## src/rtl/pulse_arbiter.sv

```systemverilog
// Button-edge arbiter: sync -> optional debounce -> rising-edge detect -> pending flags,
// round-robin granted to one consumer. Define PULSE_ARBITER_DEBOUNCE_EN to add the debounce filter.
module pulse_arbiter #(
  parameter int NREQ      = 4,
  parameter int DB_CYCLES = 4
) (
  input  logic                    clk,
  input  logic                    rst,
  input  logic [NREQ-1:0]         bi,
  output logic                    bo,
  output logic [$clog2(NREQ)-1:0] bo_id,
  input  logic                    bo_ready,
  output logic [NREQ-1:0]         pend,
  output logic                    ovf,
  input  logic                    ovf_clr
);
  localparam int IDW = $clog2(NREQ);

  if (NREQ < 2 || NREQ > 8 || DB_CYCLES < 1 || DB_CYCLES > 255) begin : g_param_chk
    $error("pulse_arbiter: parameter out of range");
  end

  typedef enum logic {IDLE = 1'b0, GRANT = 1'b1} state_t;

  state_t            state_q, state_d;
  logic [NREQ-1:0]   s1_q, s2_q, filt, prev_q, edge_det, clr;
  logic [NREQ-1:0]   pend_q, pend_d;
  logic              ovf_q, ovf_d, ovf_set;
  logic [IDW-1:0]    bo_id_q, last_id_q, pick, idx;
  logic              found;

  always_ff @(posedge clk or posedge rst) begin
    if (rst) begin
      s1_q   <= '0;
      s2_q   <= '0;
      prev_q <= '0;
    end else begin
      s1_q   <= bi;
      s2_q   <= s1_q;
      prev_q <= filt;
    end
  end

`ifdef PULSE_ARBITER_DEBOUNCE_EN
  // Filtered level flips only after the synced level has disagreed for DB_CYCLES clocks.
  logic [NREQ-1:0]      filt_q;
  logic [NREQ-1:0][7:0] cnt_q;

  always_ff @(posedge clk or posedge rst) begin
    if (rst) begin
      filt_q <= '0;
      cnt_q  <= '0;
    end else begin
      for (int i = 0; i < NREQ; i++) begin
        if (s2_q[i] != filt_q[i]) begin
          if (cnt_q[i] == 8'(DB_CYCLES - 1)) begin
            filt_q[i] <= s2_q[i];
            cnt_q[i]  <= '0;
          end else begin
            cnt_q[i]  <= cnt_q[i] + 8'd1;
          end
        end else begin
          cnt_q[i] <= '0;
        end
      end
    end
  end

  assign filt = filt_q;
`else
  assign filt = s2_q;
`endif

  assign edge_det = filt & ~prev_q;
  assign clr      = (state_q == GRANT && bo_ready) ? (NREQ'(1) << bo_id_q) : '0;
  // Set beats the handshake clear for the same requester.
  assign pend_d   = (pend_q & ~clr) | edge_det;
  assign ovf_set  = |(edge_det & pend_q & ~clr);
  assign ovf_d    = ovf_set | (ovf_q & ~ovf_clr);

  // Round-robin search starting just after the last granted requester.
  always_comb begin
    pick  = last_id_q;
    idx   = '0;
    found = 1'b0;
    for (int k = 1; k <= NREQ; k++) begin
      idx = IDW'((int'(last_id_q) + k) % NREQ);
      if (!found && pend_q[idx]) begin
        pick  = idx;
        found = 1'b1;
      end
    end
  end

  always_ff @(posedge clk or posedge rst) begin
    if (rst) begin
      state_q   <= IDLE;
      pend_q    <= '0;
      ovf_q     <= 1'b0;
      bo_id_q   <= '0;
      last_id_q <= IDW'(NREQ - 1);
    end else begin
      state_q <= state_d;
      pend_q  <= pend_d;
      ovf_q   <= ovf_d;
      if (state_q == IDLE && |pend_q) bo_id_q <= pick;
      if (state_q == GRANT && bo_ready) last_id_q <= bo_id_q;
    end
  end

  always_comb begin
    state_d = state_q;
    case (state_q)
      IDLE:    if (|pend_q)  state_d = GRANT;
      GRANT:   if (bo_ready) state_d = IDLE;
      default: state_d = IDLE;
    endcase
  end

  always_comb begin
    bo = (state_q == GRANT);
  end

  assign bo_id = bo_id_q;
  assign pend  = pend_q;
  assign ovf   = ovf_q;
endmodule

```

## config.mk

```make
export PLATFORM = sky130hd
export DESIGN_NAME = pulse_arbiter
export DESIGN_NICKNAME = d
export VERILOG_FILES = /design/src/rtl/pulse_arbiter.sv
export SDC_FILE = /design/constraint.sdc
export NUM_CORES = 1
export LEC_CHECK = 0
export BUFFER_PORTS_ARGS = -buffer_cell sky130_fd_sc_hd__buf_4
export CAP_MARGIN = 20
export CORE_UTILIZATION = 44
export CTS_BUF_LIST = sky130_fd_sc_hd__clkbuf_8
export DETAILED_ROUTE_END_ITERATION = 16
export GPL_TIMING_DRIVEN = 0
export PLACE_DENSITY = 0.66
export SETUP_SLACK_MARGIN = 0.2
export SLEW_MARGIN = 20
export SYNTH_ARGS = -nofsm -noshare
export SYNTH_HDL_FRONTEND = slang
export SYNTH_SLANG_ARGS = --single-unit
```

## constraint.sdc

```tcl
create_clock -name clk -period 1.9 [get_ports clk]
set_clock_uncertainty 0.15 [all_clocks]
set_input_delay 0.38 -clock clk [delete_from_list [all_inputs] [get_ports clk]]
set_output_delay 0.38 -clock clk [all_outputs]
set_load 0.02 [all_outputs]
```

==> impl_metrics.tcl, run 1 <==
set metrics [dict create \
    outcome "finished, final reports clean" \
    grt_usage 0.1655 \
    cp.arrival_ps 1030 \
    cts_max_path_buffers 2 \
    vias 588 \
    reg2reg_depth 4 \
    drtIter0Drc 10 \
    final_common_cell "dfrtp_1" \
    hold_buffers 0 \
    fmaxAchievable_mhz 641.6 \
    core.rowCount 15 \
    p_leak_nw 0.4808 \
    setup_tns_ps 0 \
    startpoint_type "register" \
    cp_max_fo 9 \
    synth_seq_cells 22 \
    first_pass_iters 4 \
    maxSlewHeadroom 0.4746 \
    cts_setup_buffers 0 \
    area_growth_pct 25.63 \
    worstSetupPathType "register to output port" \
    slowest_stage "dfrtp_1" \
    max_stage_delay_ps 550 \
    grt_pass1_vias 511 \
    slew_viol_final 0 \
    regToRegSetupSlack_ps 460 \
    grt_overflow_total 0 \
    post-route-period-util 0.8203 \
    rsz0062_at_grt "false" \
    dieHeight_um 45.68 \
    ant_nets 0 \
    hp-class "primary input to register" \
    synth-edff-count 0 \
    dp_cells 111 \
    vdd_drop_max_v 0.0007668 \
    grt_pass1_wl_um 2290 \
    stdcell_count 115 \
    die_x_um 45.68 \
    clk_pin_slew_ps 80 \
    start_util 0.4759 \
    hp-start "bi[3]" \
    period_needed_ps 1559 \
    num-fill-cells 165 \
    h-tree-depth 1 \
    worst-slew-pin-transition_ps 787.3 \
    critPathTopFamily "flip-flops" \
    synth_fp_nets 79 \
    wl_um 1361 \
    viasPerCell 5.113 \
    portBuffers 15 \
    syn_area_um2 839.6 \
    critical_path_buf_inv_count 1 \
    holdPathStages 1 \
    multi_input_area_um2 267.8 \
    finalWeightedCongestion 0.7854 \
    r2r-end "bo_id[1]" \
    whs_ps 66.69 \
    routedWlPerCell_um 11.83 \
    postSynthAreaPerCell_um2 11.82 \
    cts_tree "built" \
    critPathRequiredTime_ps 1370 \
    seqCellArea_um2 553.0 \
    cap_violations 0 \
    post_cts_resize_count 0 \
    hold_viol 0 \
    crit_chain "buf_4" \
    cts_buffers 3 \
    grt_max_degree 23 \
    die_area_um2 2087 \
    antenna_cells 0 \
    cp-end-kind "output port" \
    antenna_found_initial 0 \
    io_pins 16 \
    ys_seq_area_frac 0.6587 \
    layout_common_cells "dfrtp_1, buf_4, nand2_1" \
    hold_end "s1_q[3]" \
    post-dp-hpwl_um 957.7 \
    drive_gt1_frac 0.2667 \
    reg2reg_from "pend[1]" \
    ys_types 23 \
    drc 0 \
    clock_latency_ps 260 \
    setup_viol 0 \
    synthFlopType "dfrtp_1" \
    cts-root-buf "clkbuf_8" \
    power_density_nw_per_um2 1482 \
    synth_cells 71 \
    cts.sinks 22 \
    fp.coreArea_um2 1764 \
    final_nets 99 \
    yosys_warnings 0 \
    async_flop_share 1.000 \
]
-- worst max path at each step --
stage	slack, ps	to	cells after the start	from
after floorplan	480	ovf	4	bo
after global placement	470	bo_id[0]	4	pend[0]
after detailed placement	470	bo_id[1]	4	pend[0]
after CTS	340	bo_id[1]	1	bo_id[1]
after global routing	300	bo_id[1]	1	bo_id[1]
final	340	bo_id[1]	1	bo_id[1]
-- state kept, by name, indices dropped and copies added (netlist names) --
signal / flops
last_id_q: 2
bo_id: 2
bo: 1
prev_q: 4
filt: 4
pend: 4
s1_q: 4
ovf: 1
-- where the power goes --
| group | leakage, nW | internal, mW | switching, mW | total, mW |
|---|---|---|---|---|
| Clock | 0.0357 | 0.281 | 0.146 | 0.427 |
| Combinational | 0.201 | 0.201 | 0.208 | 0.409 |
| Sequential | 0.244 | 0.572 | 0.155 | 0.727 |
-- synthesized netlist by cell type (2+ instances only) --
library cell / count / share of area
nor2_1: 6 / 0.027
o21ai_1: 4 / 0.024
nand3_1: 2 / 0.012
nand3b_1: 2 / 0.018
dfstp_2: 2 / 0.063
inv_1: 5 / 0.022
nand2b_1: 5 / 0.037
dfrtp_1: 20 / 0.60
o21ai_0: 2 / 0.012
nand2_1: 7 / 0.031
a21oi_1: 3 / 0.018
mux2i_1: 2 / 0.024
-- final cells by class --
class / instances / share of cell area
flip-flops and latches: 22 / 0.5243
multi-input cells: 44 / 0.2539
repair buffers: 15 / 0.1068
clock buffers: 3 / 0.03915
well taps: 25 / 0.02966
clock inverters: 1 / 0.02847
inverters: 5 / 0.01779
-- through the flow --
stage / setup WS [ps] / instance area, um2 / power, mW / utilization
finish: 341.4 / 1055 / 1.563 / 0.5979
global route: 298.7 / 1055 / 1.658 / 0.5979
CTS: 339.9 / 1055 / 1.579 / 0.5979
detailed placement: 468.4 / 983.4 / 1.145 / 0.5574
global placement: 472.2 / 983.4 / 1.136 / 0.5574
floorplan: 476.5 / 839.6 / 0.9724 / -
-- logic make-up (layout without fill, tap and decap cells) --
logic type / after synthesis / count (layout) / share of synthesized area
AO/OA/AOI/OAI: 16 / 16 / 0.1327
flip-flops: 22 / 22 / 0.6587
AND/OR/NAND/NOR: 25 / 25 / 0.1490
buffers and inverters: 5 / 24 / 0.02236
multiplexers: 3 / 3 / 0.03726
-- per-layer routing --
layer	vias to the layer above	global-route usage	part of all wire
li1	282	-	-
met1	289	0.2021	0.44
met2	15	0.2629	0.51
met3	2	0.04762	0.043
met4	0	0.09091	0.0073
met5	-	0	0
Note: power is estimated with default switching activity, not from simulation.
==> run 2, diff against run 1 <==
clock period = 1.55 ns   (was 1.9 ns; I/O delays follow)
==> impl_metrics.tcl, run 2 (synthesis results as in run 1) <==
set metrics [dict create \
    viasPerCell 5.062 \
    cts-root-buf "clkbuf_8" \
    antenna_cells 0 \
    start_util 0.4759 \
    final_nets 114 \
    wl_um 1663 \
    crit_chain "buf_4" \
    startpoint_type "register" \
    grt_usage 0.2019 \
    area_growth_pct 45.90 \
    outcome "finished, final reports clean" \
    cp-end-kind "output port" \
    cts.sinks 22 \
    core.rowCount 15 \
    worstSetupPathType "register to output port" \
    post-dp-hpwl_um 1010 \
    power_mw 2.035 \
    antenna_found_initial 0 \
    fmaxAchievable_mhz 732.1 \
    num-fill-cells 143 \
    hold_viol 0 \
    grt_overflow_total 0 \
    slowest_stage "dfrtp_2" \
    portBuffers 15 \
    drtIter0Drc 8 \
    clk_pin_slew_ps 80 \
    cts_buffers 3 \
    rsz0062_at_grt "true" \
    routedWlPerCell_um 12.79 \
    final_common_cell "buf_4" \
    drive_gt1_frac 0.4571 \
    cp_max_fo 7 \
    maxSlewHeadroom 0.4762 \
    grt_max_degree 23 \
    max_stage_delay_ps 460 \
    final_area_um2 1225 \
    io_pins 16 \
    hp-class "primary input to async pin" \
    power_density_nw_per_um2 1661 \
    cts_tree "built" \
    ant_nets 0 \
    grt_pass1_vias 625 \
    setup_viol 0 \
    finalWeightedCongestion 0.7995 \
    grt_pass1_wl_um 2808 \
    die_area_um2 2087 \
    vias 658 \
    critical_path_buf_inv_count 1 \
    h-tree-depth 1 \
    cap_violations 0 \
    dieHeight_um 45.68 \
    cp.arrival_ps 910 \
    postPlaceCellArea_um2 993.5 \
    post-route-period-util 0.8812 \
    fp.coreArea_um2 1764 \
    cts_max_path_buffers 2 \
    layout_common_cells "buf_4, dfrtp_1, nand2_1, dfrtp_2" \
    p_leak_nw 0.5593 \
    clock_latency_ps 260 \
    slew_viol_final 0 \
    vdd_drop_max_v 0.0009869 \
    setup_tns_ps 0 \
    worst-slew-pin-transition_ps 784.8 \
    first_pass_iters 2 \
    period_needed_ps 1366 \
    critPathTopFamily "flip-flops" \
    critPathRequiredTime_ps 1090 \
    die_x_um 45.68 \
    drc 0 \
]
run 2: cell count changes in the layout (fill, tap and decap cells not counted), sizes merged:
cell,delta
buf,+11
bufinv,-1
clkbuf,+1
dlygate4sd3,+4
run 2: power breakdown:
part	switching, mW	total (mW)	internal [mW]
Clock	0.182	0.409	0.226
Combinational	0.345	0.727	0.382
Sequential	0.184	0.899	0.716
run 2: what timing repair did:
item / CTS / global route
hold endpoints to repair: 2 / 2
gates cloned: 0 / 0
endpoints found under the setup margin: 8 / 9
pin swaps: 3 / 3
resized for setup: 9 / 6
hold buffers: 2 / 2
setup buffers: 8 / 3
run 2: per-stage QoR:
step           setup WS, ps    util  instances  hold slack, ps
2_1_floorplan         214.9       -         71           147.5
3_3_place_gp          173.2  0.5631        111           181.4
3_5_place_dp          172.3  0.5631        111           184.7
4_1_cts               184.6  0.6546        125          0.4828
5_1_grt               137.2  0.6943        130           134.5
6_report              184.1  0.6943        130           39.39
run 2: cell type report:
type,instances,area [um2],area share
clock buffer,4,55.05,0.04494
inverter,5,18.77,0.01532
multi-input combinational,44,307.8,0.2513
sequential,22,561.8,0.4586
tap,25,31.28,0.02554
timing repair buffer,30,250.2,0.2043
run 2: per-layer routing:
metal  vias to the layer above  GRT usage  routed length, um
li1                        313          -                  -
met2                        19     0.3114                856
met5                         -          0                  0
met4                         0     0.1455                 48
met3                         7    0.05159                 53
met1                       319     0.2429                705
run 2: final timing paths:
check                         start      end  slack [ps]  cells after the start
max in group asynchronous       rst       bo         660                      2
max                         pend[1]  pend[1]         180                      1
max reg2reg                      bo      ovf         200                      4
min reg2reg                 s1_q[0]  filt[0]         200                      0
min                             rst  s1_q[1]          40                      2
min in group clk           bo_ready       bo         130                      2
==> run 3, diff against run 2 <==
GPL_TIMING_DRIVEN = unset   (was 0)
==> impl_metrics.tcl, run 3 (synthesis results as in run 1) <==
set metrics [dict create \
    outcome "finished, final reports clean" \
    dr_wl_met3_um 57 \
    num-fill-cells 136 \
    power_density_nw_per_um2 1656 \
    clock_latency_ps 250 \
    met2_length_um 850 \
    startpoint_type "register" \
    die_area_um2 2087 \
    layout_common_cells "buf_4, dfrtp_1, nand2_1, dfrtp_2, buf_6" \
    grt_pass1_wl_um 2428 \
    cts.sinks 22 \
    final_common_cell "buf_4" \
    whs_ps 121.6 \
    grt_pass1_vias 604 \
    setup_viol 0 \
    dieHeight_um 45.68 \
    fmaxAchievable_mhz 724.7 \
    post-dp-hpwl_um 996.6 \
    cp-end-kind "register" \
    area_growth_pct 47.39 \
    post-route-period-util 0.8902 \
    p_leak_nw 0.5694 \
    cts_tree "built" \
    crit_chain "nand2_4 > o31ai_4 > o22ai_1 > a211o_1" \
    cp_max_fo 6 \
    max_stage_delay_ps 470 \
    slew_viol_final 0 \
    routedWlPerCell_um 12.60 \
    fp.coreArea_um2 1764 \
    first_pass_iters 2 \
    maxSlewHeadroom 0.8184 \
    slowest_stage "dfrtp_2" \
    final_nets 115 \
    p_switching_mw 0.7229 \
    drtIter0Drc 3 \
    sw_frac_of_total 0.3527 \
    critPathRequiredTime_ps 1550 \
    ant_nets 0 \
    portBuffers 15 \
    wl_um 1651 \
    io_pins 16 \
    period_needed_ps 1380 \
    topRoutingLayerUsed "met4" \
    cts-root-buf "clkbuf_8" \
    worst-slew-pin-transition_ps 272.4 \
    worstSetupPathType "register to register" \
    hold_viol 0 \
    finalWeightedCongestion 0.7539 \
    grt_max_degree 23 \
    p_seq_frac 0.440 \
    vdd_drop_max_v 0.0009384 \
    antenna_found_initial 0 \
    die_x_um 45.68 \
    hp-class "primary input to register" \
    vias 656 \
    p_clk_frac 0.168 \
    rsz0062_at_grt "true" \
    cap_violations 0 \
    antenna_cells 0 \
    cts_max_path_buffers 2 \
    drc 0 \
    cts_buffers 3 \
    clk_pin_slew_ps 70 \
    h-tree-depth 1 \
    internal_power_mw 1.327 \
    start_util 0.4759 \
    viasPerCell 5.008 \
    met1_length_um 680 \
    grt_usage 0.1719 \
    combPwrFrac 0.392 \
    cp.arrival_ps 1380 \
    grt_overflow_total 0 \
    core.rowCount 15 \
    drive_gt1_frac 0.4434 \
    setup_tns_ps 0 \
]
run 3: cell count changes in the layout (fill, tap and decap cells not counted), sizes merged:
cell | previous run | this run
clkbuf | 4 | 3
dlygate4sd3 | 4 | 5
inv | 5 | 6
run 3: worst paths after layout:
| path | start | end | slack [ps] | depth (start not counted) |
|---|---|---|---|---|
| setup / recovery | bo | ovf | 170 | 4 |
| hold / removal | bo_ready | bo | 120 | 2 |
| setup reg to reg | bo | ovf | 170 | 4 |
| hold reg to reg | s1_q[1] | filt[1] | 200 | 0 |
| max in group asynchronous | rst | last_id_q[0] | 480 | 4 |
| min in group asynchronous | rst | s1_q[2] | 490 | 4 |
run 3: critical path, delay by kind of cell (launching register included):
kind	cells	cell delay [ps]
AOI/OAI and AO/OA	3	550
DFF	1	470
and+or+nand+nor	1	90
run 3: area by class of cell:
cell class	instances	area, um2	area share
flip-flops and latches	22	561.8	0.4540
clock buffers	3	41.29	0.03337
well taps	25	31.28	0.02528
repair buffers	31	271.5	0.2194
clock inverters	1	3.754	0.003033
inverters	5	18.77	0.01517
multi-input cells	44	309.0	0.2497
run 3: power groups by stage:
| stage | clock (mW) | sequential [mW] | combinational (mW) |
|---|---|---|---|
| global placement | 0 | 0.903 | 0.508 |
| detailed placement | 0 | 0.912 | 0.513 |
| global route | 0.378 | 0.920 | 0.867 |
| finish | 0.344 | 0.903 | 0.803 |
| CTS | 0.359 | 0.886 | 0.627 |
| floorplan | 0 | 0.961 | 0.244 |
run 3: per-layer routing:
layer  global-route usage  vias to the layer above
met5                    0                        -
met3              0.06349                        6
li1                     -                      314
met1               0.1900                      315
met2               0.2686                       21
met4               0.1273                        0
run 3: through the flow:
| stage | total power, mW | util | worst slack (ps) | cell area [um2] | std cells |
|---|---|---|---|---|---|
| 2_1_floorplan | 1.205 | - | 214.9 | 849.6 | 71 |
| 3_3_place_gp | 1.411 | 0.5674 | 161.2 | 1001 | 112 |
| 3_5_place_dp | 1.425 | 0.5674 | 167.8 | 1001 | 112 |
| 4_1_cts | 1.871 | 0.6482 | 177.2 | 1144 | 126 |
| 5_1_grt | 2.165 | 0.7014 | 134.9 | 1237 | 131 |
| 6_report | 2.050 | 0.7014 | 170.2 | 1237 | 131 |
run 3: what timing repair did:
action,CTS,global route
hold buffers,5,0
pin swaps,1,6
endpoints found under the setup margin,8,10
endpoints found under the hold margin,24,0
buffers inserted,5,5
resized for setup,5,13
